===== src/rtl/muldiv_unit.sv =====
`default_nettype none
// ============================================================================
// muldiv_unit : iterative MULT/MULTU/DIV/DIVU unit owning the HI/LO registers
// Revision    : 1.0
// ============================================================================
module muldiv_unit #(
   parameter int         WIDTH    = 32,
   parameter logic [1:0] OP_MULT  = 2'b00,
   parameter logic [1:0] OP_MULTU = 2'b01,
   parameter logic [1:0] OP_DIV   = 2'b10,
   parameter logic [1:0] OP_DIVU  = 2'b11
) (
   input  logic             clk,
   input  logic             rst,
   input  logic             start,
   input  logic [1:0]       op,
   input  logic             flush,
   input  logic             mthi,
   input  logic             mtlo,
   input  logic [WIDTH-1:0] operand_a,
   input  logic [WIDTH-1:0] operand_b,
   output logic [WIDTH-1:0] hi,
   output logic [WIDTH-1:0] lo,
   output logic             busy,
   output logic             done
);
   localparam int CNT_W = $clog2(WIDTH);

   localparam logic [1:0] S_IDLE = 2'd0;
   localparam logic [1:0] S_CALC = 2'd1;
   localparam logic [1:0] S_FIX  = 2'd2;

   logic [1:0]         state, state_nxt;
   logic               accept, mt_wr, iterate, fix_wr;
   logic [CNT_W-1:0]   cnt;
   logic [2*WIDTH-1:0] acc;
   logic               div_op, a_neg, b_neg;
   logic [WIDTH-1:0]   a_mag, b_mag;
   logic [WIDTH-1:0]   hi_r, lo_r;
   logic               busy_r, done_r;

   logic               in_signed, in_div, in_a_neg, in_b_neg;
   logic [WIDTH-1:0]   in_a_mag, in_b_mag;

   assign in_signed = (op == OP_MULT) || (op == OP_DIV);
   assign in_div    = !((op == OP_MULT) || (op == OP_MULTU));
   assign in_a_neg  = in_signed & operand_a[WIDTH-1];
   assign in_b_neg  = in_signed & operand_b[WIDTH-1];
   assign in_a_mag  = in_a_neg ? -operand_a : operand_a;
   assign in_b_mag  = in_b_neg ? -operand_b : operand_b;

   // Multiply: multiplier sits in the low half and is shifted out as the product fills in.
   logic [WIDTH:0]     mul_sum;
   logic [2*WIDTH-1:0] mul_nxt;
   assign mul_sum = {1'b0, acc[2*WIDTH-1:WIDTH]} + (acc[0] ? {1'b0, a_mag} : '0);
   assign mul_nxt = {mul_sum, acc[WIDTH-1:1]};

   // Divide: remainder in the high half, dividend bits shift out of the low half as quotient bits enter.
   logic [WIDTH+1:0]   div_trial;
   logic               div_ok;
   logic [2*WIDTH-1:0] div_nxt;
   assign div_trial = {1'b0, acc[2*WIDTH-1:WIDTH-1]} - {2'b00, b_mag};
   assign div_ok    = ~div_trial[WIDTH+1];
   assign div_nxt   = {(div_ok ? div_trial[WIDTH-1:0] : acc[2*WIDTH-2:WIDTH-1]),
                       acc[WIDTH-2:0], div_ok};

   logic [2*WIDTH-1:0] prod;
   logic [WIDTH-1:0]   raw_a, res_hi, res_lo;
   assign prod  = (a_neg ^ b_neg) ? -acc : acc;
   assign raw_a = a_neg ? -a_mag : a_mag;

   always_comb begin
      res_hi = prod[2*WIDTH-1:WIDTH];
      res_lo = prod[WIDTH-1:0];
      if (div_op) begin
         if (b_mag == '0) begin
            res_hi = raw_a;
            res_lo = '1;
         end else begin
            res_hi = a_neg ? -acc[2*WIDTH-1:WIDTH] : acc[2*WIDTH-1:WIDTH];
            res_lo = (a_neg ^ b_neg) ? -acc[WIDTH-1:0] : acc[WIDTH-1:0];
         end
      end
   end

   always_ff @(posedge clk) begin
      if (rst) state <= S_IDLE;
      else     state <= state_nxt;
   end

   always_comb begin
      state_nxt = state;
      case (state)
         S_IDLE:  if (accept) state_nxt = S_CALC;
         S_CALC:  if (flush) state_nxt = S_IDLE;
                  else if (cnt == '0) state_nxt = S_FIX;
         S_FIX:   state_nxt = S_IDLE;
         default: state_nxt = S_IDLE;
      endcase
   end

   always_comb begin
      accept  = 1'b0;
      mt_wr   = 1'b0;
      iterate = 1'b0;
      fix_wr  = 1'b0;
      case (state)
         S_IDLE: begin
            accept = start & ~flush;
            mt_wr  = ~start & ~flush;
         end
         S_CALC:  iterate = ~flush;
         S_FIX:   fix_wr  = ~flush;
         default: ;
      endcase
   end

   always_ff @(posedge clk) begin
      if (rst) begin
         hi_r   <= '0;
         lo_r   <= '0;
         busy_r <= 1'b0;
         done_r <= 1'b0;
         cnt    <= '0;
         acc    <= '0;
         div_op <= 1'b0;
         a_neg  <= 1'b0;
         b_neg  <= 1'b0;
         a_mag  <= '0;
         b_mag  <= '0;
      end else begin
         busy_r <= (state_nxt != S_IDLE);
         done_r <= fix_wr;
         if (accept) begin
            div_op <= in_div;
            a_neg  <= in_a_neg;
            b_neg  <= in_b_neg;
            a_mag  <= in_a_mag;
            b_mag  <= in_b_mag;
            cnt    <= CNT_W'(WIDTH - 1);
            acc    <= {{WIDTH{1'b0}}, (in_div ? in_a_mag : in_b_mag)};
         end
         if (iterate) begin
            acc <= div_op ? div_nxt : mul_nxt;
            cnt <= cnt - 1'b1;
         end
         if (mt_wr) begin
            if (mthi) hi_r <= operand_a;
            if (mtlo) lo_r <= operand_a;
         end
         if (fix_wr) begin
            hi_r <= res_hi;
            lo_r <= res_lo;
         end
      end
   end

   assign hi   = hi_r;
   assign lo   = lo_r;
   assign busy = busy_r;
   assign done = done_r;
endmodule
`default_nettype wire


===== config.mk =====
export PLATFORM = sky130hd
export DESIGN_NAME = muldiv_unit
export DESIGN_NICKNAME = d
export VERILOG_FILES = /design/src/rtl/muldiv_unit.sv
export SDC_FILE = /design/constraint.sdc
export NUM_CORES = 1
export LEC_CHECK = 0
export CORE_UTILIZATION = 35
export CTS_BUF_LIST = sky130_fd_sc_hd__clkbuf_8
export CTS_CLUSTER_DIAMETER = 100
export CTS_CLUSTER_SIZE = 20
export DETAILED_ROUTE_END_ITERATION = 8
export MAX_ROUTING_LAYER = met4
export PLACE_DENSITY = 0.61
export SLEW_MARGIN = 25
export SYNTH_ARGS = -nofsm -noshare
export SYNTH_HDL_FRONTEND = slang
export SYNTH_SLANG_ARGS = --single-unit

===== constraint.sdc =====
create_clock -name clk -period 10.06 [get_ports clk]
set_clock_uncertainty 0.05 [all_clocks]
set_input_delay 2.012 -clock clk [delete_from_list [all_inputs] [get_ports clk]]
set_output_delay 2.012 -clock clk [all_outputs]
set_load 0.02 [all_outputs]

Word level (Yosys, flattened, before mapping) --
Cells that the tools add are included.
Storage, ports and cells: bits in registers 204, input bits 72, output and inout port bits 66, logic and storage cells 79
Operators by class: $add $sub $neg 9, equality and inequality tests 4, mux-type cells 32, bitwise logic cells 8, reductions and logical operators 14
Operators by type and width (number):
- 32-bit 2-to-1 mux | 18
- 64-bit 2-to-1 mux | 4
- 32-bit negator | 5
- 64-bit negator | 1
- 33-bit by 32-bit subtractor with 34-bit output | 1
- 32-bit by 32-bit adder with 33-bit output | 1
- 32-bit logical NOT | 1
- 5-bit 2-to-1 mux | 2
- 2-bit nonzero test | 5
- 2-bit 2-to-1 mux | 3
- 5-bit logical NOT | 1
- 5-bit by 1-bit subtractor with 5-bit output (second input constant) | 1
- 1-bit AND | 4
- 2-bit by 1-bit equality test with 1-bit output (second input constant) | 2
- 2-bit equality test (second input constant) | 2
- 2-bit logical NOT | 2
- 1-bit 2-to-1 mux | 4
- 2-bit one-hot mux with 2 select lines | 1
- 2-bit AND reduction | 2
- 1-bit inverter | 3
- 1-bit logical OR | 2
- 1-bit logical NOT | 1
- 1-bit bitwise XOR | 1

Logic depth before layout (Yosys ltp) --
Gate-level depths: netlist (run 1).
depth after elaboration 7, depth in mapped cells 17, mapped depth without buffers 15

Worst setup path after synthesis (run 1) --
OpenSTA, ideal clock, no wires.
path type input port to flip-flop, start point in operand_a[2], end point reg acc[27], library setup time 132 ps, arrival time 4305 ps, data required time 9878 ps, setup slack 5573 ps, stages on the path 11, path buffers 1, cell sequence clkbuf_1 > or4_1 > nor4_2 > nand2_1 > nor3b_1 > nand3b_1 > o41ai_1 > xor2_1 > nand2_1 > o211ai_1 > a21oi_1
On the way: cells in the longest elaborated chain, start to end 5
RTL lines:
- start, declared | RTL line 20 | input logic [WIDTH-1:0] operand_a,
- 32-bit negator | RTL line 49 | assign in_a_mag = in_a_neg ? -operand_a : operand_a;
- 32-bit 2-to-1 mux | RTL line 49
- 32-bit 2-to-1 mux | RTL line 141 | acc <= {{WIDTH{1'b0}}, (in_div ? in_a_mag : in_b_mag)};
- 64-bit 2-to-1 mux | RTL line 134 | if (accept) begin
- 64-bit 2-to-1 mux | RTL line 143 | if (iterate) begin
- end signal, assigned | RTL line 141
- end signal, assigned | RTL line 144 | acc <= div_op ? div_nxt : mul_nxt;
- end, declared | RTL line 36 | logic [2*WIDTH-1:0] acc;
No other way between the ends. The select of a mux whose other input is x is not followed. A chain may end at the register's enable or synchronous reset.

Final worst setup path (run 1) --
start point in operand_a[5], end point reg acc[30]
Same word-level chain as after synthesis.

==> metrics.md, run 1 <==
| Metric | Value |
|---|---|
| Status | `complete, no violations` |
| CTS buffer count | `15` |
| DIE AREA | `49,500 um2` |
| Clock transition at path regs | `120 ps` |
| Clock tree buffer depth | `3` |
| Sequential power share | `0.460` |
| Asr flop ratio synth | `0` |
| Worst-Margin Slew | `1050 ps` |
| Compound-Gate Fraction of Synth Area | `0.279` |
| Share of post-route cells with drive strength above 1 | `0.0464` |
| Clk root buf | `clkbuf_8` |
| Gr usage total | `0.288` |
| Clk sinks | `204` |
| Max Cap Viol | `0` |
| Via Count | `17,859` |
| WL/cell | `24.0 um` |
| Fmax | `0.193 GHz` |
| Hold Slack | `409 ps` |
| Netlist cell types | `90` |
| Comb power frac | `0.304` |
| Post-synthesis cell count | `2,344` |
| Main synth FF type | `dfxtp_1` |
| Crit path time final | `5190 ps` |
| Initial DRC count | `2,084` |
| Die height | `222 um` |
| Sw frac | `0.387` |
| Post-CTS Repair Setup Buffers | `0` |
| Required time worst endpoint | `10,450 ps` |
| Synth Area in XOR/XNOR | `0.110` |
| Gpl congestion | `1.03` |
| Setup violations, final | `0` |
| WS Path Type | `input port to flop` |
| Max_slew headroom | `0.296` |
| CTS tree | `built` |
| Clock power share | `0.237` |
| Post-synth EDFFs | `0` |
| Fill count | `5,102` |
| Post-Route Utilization | `0.395` |
| Final hold vios | `0` |
| ANT nets after route | `0` |
| CP Capture Type | `flop` |
| Later-pin clock latency in the skew report | `590 ps` |
| Synth warn | `0` |
| Post-synthesis mux area share | `0.0351` |
| Worst min-delay path class | `flop to flop` |
| Chip width | `222 um` |
| Port Buffer Count | `137` |
| Drt pass-1 iters | `6` |
| Congestion Overflow GR | `0` |
| CP Max Fanout | `4` |
| Initial antenna violation count | `2` |
| Total power | `1.98 mW` |
| Post-placement cell count | `2,944` |
| Fin Setup TNS | `0 ps` |
| PostCTS Resize Cnt | `0` |
| Largest family of logic cells by synthesized area | `compound AO/OA/AOI/OAI gates` |
| Critical path arrival | `5580 ps` |
| Slew Viols, Final | `0` |
| P_leak | `6.88 nW` |
| H-tree level count | `1` |
| Synth Area per Inst | `7.25 um2` |
| Io pins | `138` |
| RSZ-0062 raised after global routing | `no` |
| Finished Layout Cells | `2,966` |
| WL final | `71,100 um` |
| Peak supply drop | `0.0698 mV` |
| Power Density | `105 nW/um2` |
| Flops & latches, synth | `204` |
| Synth Net Count | `2,488` |
| Syn Std Cell Area | `17,000 um2` |
| Net Sw Power | `766 uW` |
| First-pass GRT wire length | `106,000 um` |
| Sequential-to-total area share from yosys stat | `0.240` |
| Starting Density | `0.355` |
| Avg Vias per Cell | `6.02` |
| Fin crit share | `0.516` |
| Drt drc | `0` |
| Synth Area in Simple Gates | `0.220` |
| Rows | `80` |
| Layout area overhead | `11.2%` |
| Cell Int Power | `1.22 mW` |
| Largest net degree at the start of global routing | `116` |
| Vias in the first global route | `16,619` |
| Synth Area in Adders | `0.0539` |
| Nets | `2,490` |
| Hold_buf cts | `0` |
| Critical Path Source Type | `input port` |
| CORE AREA | `47,800 um2` |
| Post-DP HPWL | `55,400 um` |
==> state kept, by name (all words and copies together) (netlist names) <==
name    flops
b_mag      32
a_neg       1
div_op      1
acc        64
cnt         5
busy        1
lo         32
hi         32
state       2
b_neg       1
a_mag      32
done        1
==> synth_stat cells, types with 8 or more instances <==
master,number,area (um2)
xor2_1,89,780
a21o_1,31,233
nor3_1,51,255
and3_1,9,56.3
inv_1,71,267
xnor2_1,124,1090
a211oi_1,76,571
a31oi_1,24,150
nor4_1,29,181
nor2b_1,10,62.6
ha_1,70,876
o221ai_1,29,254
nand3_1,45,225
dfxtp_1,204,4080
nor2_1,266,998
o21ai_1,9,45.0
clkbuf_1,155,582
nand2b_1,21,131
o21a_1,14,105
nand4_1,11,68.8
a22oi_1,14,105
a221oi_1,16,140
buf_1,8,30.0
a21oi_1,248,1240
and2_1,35,219
nand2_1,242,908
o31ai_1,26,195
a311oi_1,8,70.1
or4_1,13,97.6
o211ai_1,28,210
o22ai_1,18,113
or2_2,9,56.3
o21ai_0,140,701
or3_1,16,100
mux2i_1,54,541
==> critical path, cell delays in order <==
cell             delay [ps]
clkdlybuf4s50_1         510
or4_1                   660
nor4b_2                 440
nand2_1                 120
or2_2                   320
nor4_1                  800
a21oi_1                 190
xnor2_1                 240
nand2_1                  80
o211ai_1                110
a21oi_1                  80
==> metrics by stage <==
step                      instance area (um2)  setup WS (ps)
after floorplan                         17000           5570
after global placement                  18600           4380
after detailed placement                18600           4300
after CTS                               18900           4900
after global routing                    18900           4660
final                                   18900           4870
==> area by class of cell <==
cell class / count / area [um2] / area share
Inverter: 73 / 274 / 0.0145
Timing Repair Buffer: 166 / 1590 / 0.0841
Tap cell: 615 / 769 / 0.0407
Multi-Input combinational cell: 1886 / 11900 / 0.630
Antenna cell: 1 / 2.50 / 0.000132
Clock buffer: 15 / 206 / 0.0109
Clock inverter: 6 / 57.6 / 0.00304
Sequential cell: 204 / 4090 / 0.216
==> final timing paths <==
| kind | start | to | slack [ps] | depth (start not counted) |
|---|---|---|---|---|
| worst max-delay path | operand_a[5] | acc[30] | 4870 | 11 |
| worst min-delay path | lo[15] | lo[15] | 410 | 2 |
| worst max register to register | a_mag[0] | acc[57] | 5730 | 15 |
| worst min register to register | lo[15] | lo[15] | 410 | 2 |
==> power groups by stage <==
stage | combinational, mW | sequential, mW | clock [mW]
final | 0.602 | 0.911 | 0.469
after global routing | 0.646 | 0.916 | 0.504
after CTS | 0.591 | 0.909 | 0.479
after detailed placement | 0.589 | 0.927 | 0
after global placement | 0.585 | 0.926 | 0
after floorplan | 0.377 | 0.908 | 0
==> logic make-up (layout without fill, tap and decap cells) <==
| family | count (synthesis) | in the layout |
|---|---|---|
| multiplexers | 58 | 58 |
| other | 0 | 1 |
| XOR/XNOR | 213 | 213 |
| AO/OA/AOI/OAI | 748 | 748 |
| flip-flops | 204 | 204 |
| buffers and inverters | 254 | 260 |
| AND/OR/NAND/NOR | 795 | 795 |
| adder cells (fa/ha/maj) | 72 | 72 |
==> layer usage <==
metal | share of wire | up-vias | global-route usage
met2 | 0.45 | 704 | 0.451
li1 | - | 8413 | -
met5 | 0 | - | -
met1 | 0.43 | 8613 | 0.378
met3 | 0.069 | 129 | 0.0356
met4 | 0.043 | 0 | 0.105
==> cell usage in the layout, fill, tap and decap left out, drive strengths merged, types with 28 or more instances in the layout <==
master,count
buf,31
nor3,52
ha,70
nor2,267
a21o,31
o211ai,28
dfxtp,204
nand2,243
xnor2,124
xor2,89
clkdlybuf4s50,135
a211oi,76
and2,36
nand3,45
nor4,34
a21oi,248
mux2i,54
inv,73
o21ai,150
o221ai,29
Power figures use the tool's default switching activity.
==> inputs of run 2 (changes only) <==
Settings changed: PLACE_DENSITY 0.61 to 0.63.
Clock period 10.06 ns to 4.6 ns, I/O delays scaled along.
==> run 2 against run 1 <==
Clock-buffer cell count is the same. Cell count grew 1.2%. Combinational power grew 120%. Setup slack lost 4300 ps. Sequential share of layout area shrank 0.31 points. Worst hold slack gained 3.8 ps. Clock power grew 120%. Sequential power grew 120%. Via count grew 0.88%. Core utilization grew 0.58 points. Power grew 120%.
==> metrics.md, run 2 (same netlist as run 1, synthesis figures left out) <==
| Metric | Value |
|---|---|
| FF-to-FF setup slack | `570 ps (-5160 ps)` |
| First-pass GRT wire length | `105,000 um (-0.63%)` |
| Fin Setup TNS | `0 ps (unchanged)` |
| Port Buffer Count | `137 (unchanged)` |
| Power Density | `227 nW/um2 (+120%)` |
| Gr usage total | `0.285 (-0.00262)` |
| Fmax | `0.248 GHz` |
| Via Count | `18,017 (+0.88%)` |
| Area of the multi-input gates | `11,900 um2 (about the same)` |
| Status | `complete, no violations` |
| Fin crit share | `0.876` |
| CP Capture Type | `flop` |
| CP Max Fanout | `36 (+32)` |
| Clock transition at path regs | `130 ps (about the same)` |
| Initial antenna violation count | `2 (unchanged)` |
| Post-DP HPWL | `55,300 um (-0.11%)` |
| Gpl congestion | `0.996 (-3.1%)` |
| Nets | `2,526 (+1.4%)` |
| Drt drc | `0 (unchanged)` |
| Critical path startpoint | `acc[0]` |
| Critical Path End | `acc[57]` |
| Drt pass-1 iters | `6 (unchanged)` |
| Worst-Margin Slew | `930 ps (-116 ps)` |
| Peak supply drop | `0.209 mV (+200%)` |
| Setup violations, final | `0 (unchanged)` |
| Layout area overhead | `12.8%` |
| Rows | `80 (unchanged)` |
| CORE AREA | `47,800 um2 (unchanged)` |
| Clk root buf | `clkbuf_8` |
| CTS tree | `built` |
| Slew Viols, Final | `0 (unchanged)` |
| Required time worst endpoint | `5030 ps (-5420 ps)` |
| P_leak | `7.07 nW (+2.6%)` |
| Largest net degree at the start of global routing | `143 (+23%)` |
| RSZ-0062 raised after global routing | `no` |
| Worst R2R End | `acc[57]` |
| Largest reg by FF count | `acc` |
| Chip width | `222 um (unchanged)` |
| Crit path time final | `4030 ps` |
| Worst min-delay path class | `flop to flop` |
| Most common cell after layout, fill and taps aside | `nor2_1` |
| Max_slew headroom | `0.380 (+0.0839)` |
| CTS buffer count | `15 (unchanged)` |
| Hold_buf cts | `0 (unchanged)` |
| Final hold vios | `0 (unchanged)` |
| Total power | `4.35 mW (+120%)` |
| WL/cell | `23.4 um (-2.4%)` |
| Fill count | `5,037 (-1.3%)` |
| Io pins | `138 (unchanged)` |
| Initial DRC count | `1,872 (-10%)` |
| Post-CTS Repair Setup Buffers | `0 (unchanged)` |
| Congestion Overflow GR | `0 (unchanged)` |
| Vias in the first global route | `16,869 (+1.5%)` |
| FF/Latch Area | `4090 um2 (unchanged)` |
| R2R cell count | `13 (-2)` |
| H-tree level count | `1 (unchanged)` |
| Die height | `222 um (unchanged)` |
| Largest register FFs | `64 (unchanged)` |
| DIE AREA | `49,500 um2 (unchanged)` |
| Clk sinks | `204 (unchanged)` |
| Max Cap Viol | `0 (unchanged)` |
| R2r startpoint | `acc[0]` |
| Share of post-route cells with drive strength above 1 | `0.0607 (+0.0144)` |
| PostCTS Resize Cnt | `0 (unchanged)` |
| Critical Path Source Type | `flop` |
| Clock tree buffer depth | `3 (unchanged)` |
| Critical path arrival | `4460 ps (-1120 ps)` |
| ANT nets after route | `0 (unchanged)` |
| Starting Density | `0.355 (unchanged)` |
| Later-pin clock latency in the skew report | `600 ps (about the same)` |
| WS Path Type | `flop to flop` |
| WL final | `70,300 um (-1.2%)` |
| Avg Vias per Cell | `6.00 (-0.36%)` |
| Most frequent cells in the layout | `nor2_1 (264), a21oi_1 (248), nand2_1 (242)` |
-- run 2: how the worst min path moves through the flow --
| stage | cells past startpoint | slack (ps) | start | endpoint |
|---|---|---|---|---|
| 2_1_floorplan | 1 | 390 | cnt[4] | state[1] |
| 6_report | 2 | 410 | lo[19] | lo[19] |
| 3_3_place_gp | 2 | 390 | lo[19] | lo[19] |
| 4_1_cts | 2 | 420 | lo[14] | lo[14] |
| 5_1_grt | 2 | 420 | lo[14] | lo[14] |
| 3_5_place_dp | 2 | 400 | lo[14] | lo[14] |
-- run 2: metal layers --
layer	vias to the layer above	wire length, um	GRT usage
met3	138	4780	0.0304
met1	8643	29700	0.365
met5	-	0	-
li1	8500	-	-
met4	0	3330	0.118
met2	736	32400	0.457
-- run 2: critical path, cell delays in order, from the launching register on --
cell       delay (ps)
dfxtp_1           350
buf_4             350
nand2_1           160
fa_1              440
nand2b_1          180
a21oi_1           320
a21boi_1          150
o41a_1            500
o21ai_1           250
a211oi_1          160
o31ai_1           320
a21boi_0          170
xor2_1            170
a2111oi_0         350
-- run 2: final cells by class --
class	instances	share of cell area
Sequential cell	204	0.213
Tap cell	615	0.0401
Inverter	73	0.0143
Antenna cell	1	0.000130
Multi-Input combinational cell	1886	0.621
Clock buffer	15	0.0108
Clock inverter	7	0.00287
Timing Repair Buffer	202	0.0974
-- run 2: report_power, final --
group / leakage [nW] / switching (mW) / internal [mW]
clock: 0.137 / 0.699 / 0.323
sequential: 1.67 / 0.129 / 1.86
combinational: 5.26 / 0.847 / 0.494
-- run 2: through the flow --
stage	setup WS, ps	hold WS (ps)	std cells	area (um2)	utilization
2_1_floorplan	873	394	2344	17000	-
3_3_place_gp	362	393	2980	18900	0.395
3_5_place_dp	304	399	2980	18900	0.395
4_1_cts	619	417	3002	19200	0.401
5_1_grt	227	421	3002	19200	0.401
6_report	572	413	3003	19200	0.401
==> inputs of run 3 (changes only) <==
--- a/config.mk
+++ b/config.mk
@@ -6,4 +6,5 @@
 export NUM_CORES = 1
 export LEC_CHECK = 0
+export CAP_MARGIN = 0
 export CORE_UTILIZATION = 35
 export CTS_BUF_LIST = sky130_fd_sc_hd__clkbuf_8
==> constraint.sdc (replaced) <==
create_clock -name clk -period 4.6 [get_ports clk]
set_clock_uncertainty 0.05 [all_clocks]
set_input_delay 0.69 -clock clk [delete_from_list [all_inputs] [get_ports clk]]
set_output_delay 0.69 -clock clk [all_outputs]
set_load 0.02 [all_outputs]
==> run 3 against run 2 <==
Via count is essentially flat. Core utilization is essentially flat. Power grew 0.26%. Sequential share of layout area is essentially flat. Worst hold slack gained 0.67 ps. Sequential power is essentially flat. Cell count shrank 0.17%. Maximum frequency grew 0.48%. First-iteration DRC count grew 8.7%. Critical path type unchanged.
==> metrics.md, run 3 (same netlist as run 1, synthesis figures left out) <==
| Metric | Value |
|---|---|
| Drt pass-1 iters | `6 (unchanged)` |
| R2R cell count | `13 (unchanged)` |
| Drt drc | `0 (unchanged)` |
| Worst R2R End | `acc[57]` |
| Port Buffer Count | `137 (unchanged)` |
| Rows | `80 (unchanged)` |
| Critical path arrival | `4420 ps (-40 ps)` |
| WL/cell | `23.2 um (-0.92%)` |
| Finished Layout Cells | `2,998 (-0.17%)` |
| Avg Vias per Cell | `6.01 (about the same)` |
| Max Cap Viol | `0 (unchanged)` |
| FF/Latch Area | `4090 um2 (unchanged)` |
| Starting Density | `0.355 (unchanged)` |
| Post-placement cell count | `2,978 (-0.067%)` |
| Congestion Overflow GR | `0 (unchanged)` |
| Share of post-route cells with drive strength above 1 | `0.0592 (-0.00158)` |
| CTS tree | `built` |
| WS Path Type | `flop to flop` |
| P_leak | `7.06 nW (about the same)` |
| Later-pin clock latency in the skew report | `590 ps (about the same)` |
| WL final | `69,500 um (-1.1%)` |
| Largest reg by FF count | `acc` |
| FF-to-FF setup slack | `590 ps (+20 ps)` |
| Nets | `2,524 (-0.079%)` |
| Worst Hold Path EP | `lo[19]` |
| Fill count | `4,961 (-1.5%)` |
| CTS buffer count | `15 (unchanged)` |
| Fmax | `0.249 GHz (+0.48%)` |
| Most frequent cells in the layout | `nor2_1 (264), a21oi_1 (248), nand2_1 (242)` |
| Clock tree buffer depth | `3 (unchanged)` |
| Required time worst endpoint | `5020 ps (about the same)` |
| Post-Route Utilization | `0.401 (about the same)` |
| Post-DP HPWL | `54,600 um (-1.3%)` |
| Most common cell after layout, fill and taps aside | `nor2_1` |
| Max_slew headroom | `0.356 (-0.0241)` |
| Hold path cells | `2 (unchanged)` |
| Fin Setup TNS | `0 ps (unchanged)` |
| Via Count | `18,003 (-0.078%)` |
| H-tree level count | `1 (unchanged)` |
| Fin crit share | `0.871 (-0.00418)` |
| CP Max Fanout | `8 (-78%)` |
| Initial DRC count | `2,034 (+8.7%)` |
| Gr usage total | `0.282 (-0.00341)` |
| CP Capture Type | `flop` |
| Post-CTS Repair Setup Buffers | `0 (unchanged)` |
| CORE AREA | `47,800 um2 (unchanged)` |
| Worst min-delay path class | `flop to flop` |
| Clock transition at path regs | `140 ps (about the same)` |
| Power Density | `227 nW/um2 (+0.28%)` |
| Critical Path Source Type | `flop` |
| ANT cells | `0 (-1)` |
| Largest net degree at the start of global routing | `95 (-34%)` |
| Setup violations, final | `0 (unchanged)` |
| First-pass GRT wire length | `104,000 um (-0.72%)` |
| Largest register FFs | `64 (unchanged)` |
| Clk sinks | `204 (unchanged)` |
| Initial antenna violation count | `2 (unchanged)` |
| Io pins | `138 (unchanged)` |
| Gpl congestion | `0.987 (-0.90%)` |
| Status | `complete, no violations` |
| ANT nets after route | `0 (unchanged)` |
| Final hold vios | `0 (unchanged)` |
| Post-Place Cell Area | `18,900 um2 (about the same)` |
| R2r startpoint | `acc[32]` |
| Area of the multi-input gates | `11,900 um2 (about the same)` |
| Vias in the first global route | `16,842 (-0.16%)` |
| Worst-Margin Slew | `966 ps (+36.2 ps)` |
| Layout area overhead | `12.8% (about the same)` |
| Beginning of the worst hold path | `lo[19]` |
| Hold_buf cts | `0 (unchanged)` |
| Slew Viols, Final | `0 (unchanged)` |
| RSZ-0062 raised after global routing | `no` |
| Peak supply drop | `0.245 mV (+17%)` |
| DIE AREA | `49,500 um2 (unchanged)` |
| PostCTS Resize Cnt | `0 (unchanged)` |
| Die height | `222 um (unchanged)` |
| Clk root buf | `clkbuf_8` |
| Crit path time final | `4010 ps (-19.2 ps)` |
| Chip width | `222 um (unchanged)` |
| Finished Cell Area | `19,200 um2 (about the same)` |
[run 3: stage by stage]
stage                     setup slack [ps]  hold slack (ps)  total power, mW
after floorplan                        873              394             2.81
after CTS                              656              419             4.34
after global routing                   322              437             4.53
after global placement                 724              390             3.32
after detailed placement               662              401             3.33
final                                  592              413             4.36
[run 3: how the worst max path moves through the flow]
stage	slack, ps	depth (start not counted)	from	to
final	590	13	acc[32]	acc[57]
after CTS	660	15	a_mag[0]	acc[57]
after global placement	720	12	operand_a[5]	acc[29]
after floorplan	870	17	acc[0]	acc[57]
after global routing	320	15	a_mag[0]	acc[57]
after detailed placement	660	12	operand_a[5]	acc[27]
[run 3: where the power goes]
group	switching [mW]	total [mW]	internal, mW
Sequential	0.120	1.98	1.86
Clock	0.709	1.03	0.323
Combinational	0.861	1.35	0.491
Total	1.69	4.36	2.67
[run 3: cell type report]
type	count	area share
inverters	73	0.0143
multi-input cells	1886	0.622
well taps	615	0.0401
flip-flops and latches	204	0.213
repair buffers	200	0.0973
clock buffers	15	0.0108
clock inverters	5	0.00241
[run 3: worst max-delay path, stage by stage (launching register included)]
cell	delay (ps)
dfxtp_1	540
ha_1	260
inv_1	70
fa_1	390
nand2b_1	180
a21oi_1	320
a21boi_1	160
o41a_1	510
o21ai_1	250
a211oi_1	150
o31ai_1	320
a21boi_0	170
xor2_1	160
a2111oi_0	350
[run 3: routing by layer]
metal  wire length (um)  global-route usage  up-vias
met1              29900               0.364     8651
met3               4320              0.0279      138
li1                   -                   -     8492
met4               3440               0.118        0
met2              31800               0.447      722
met5                  0                   -        -
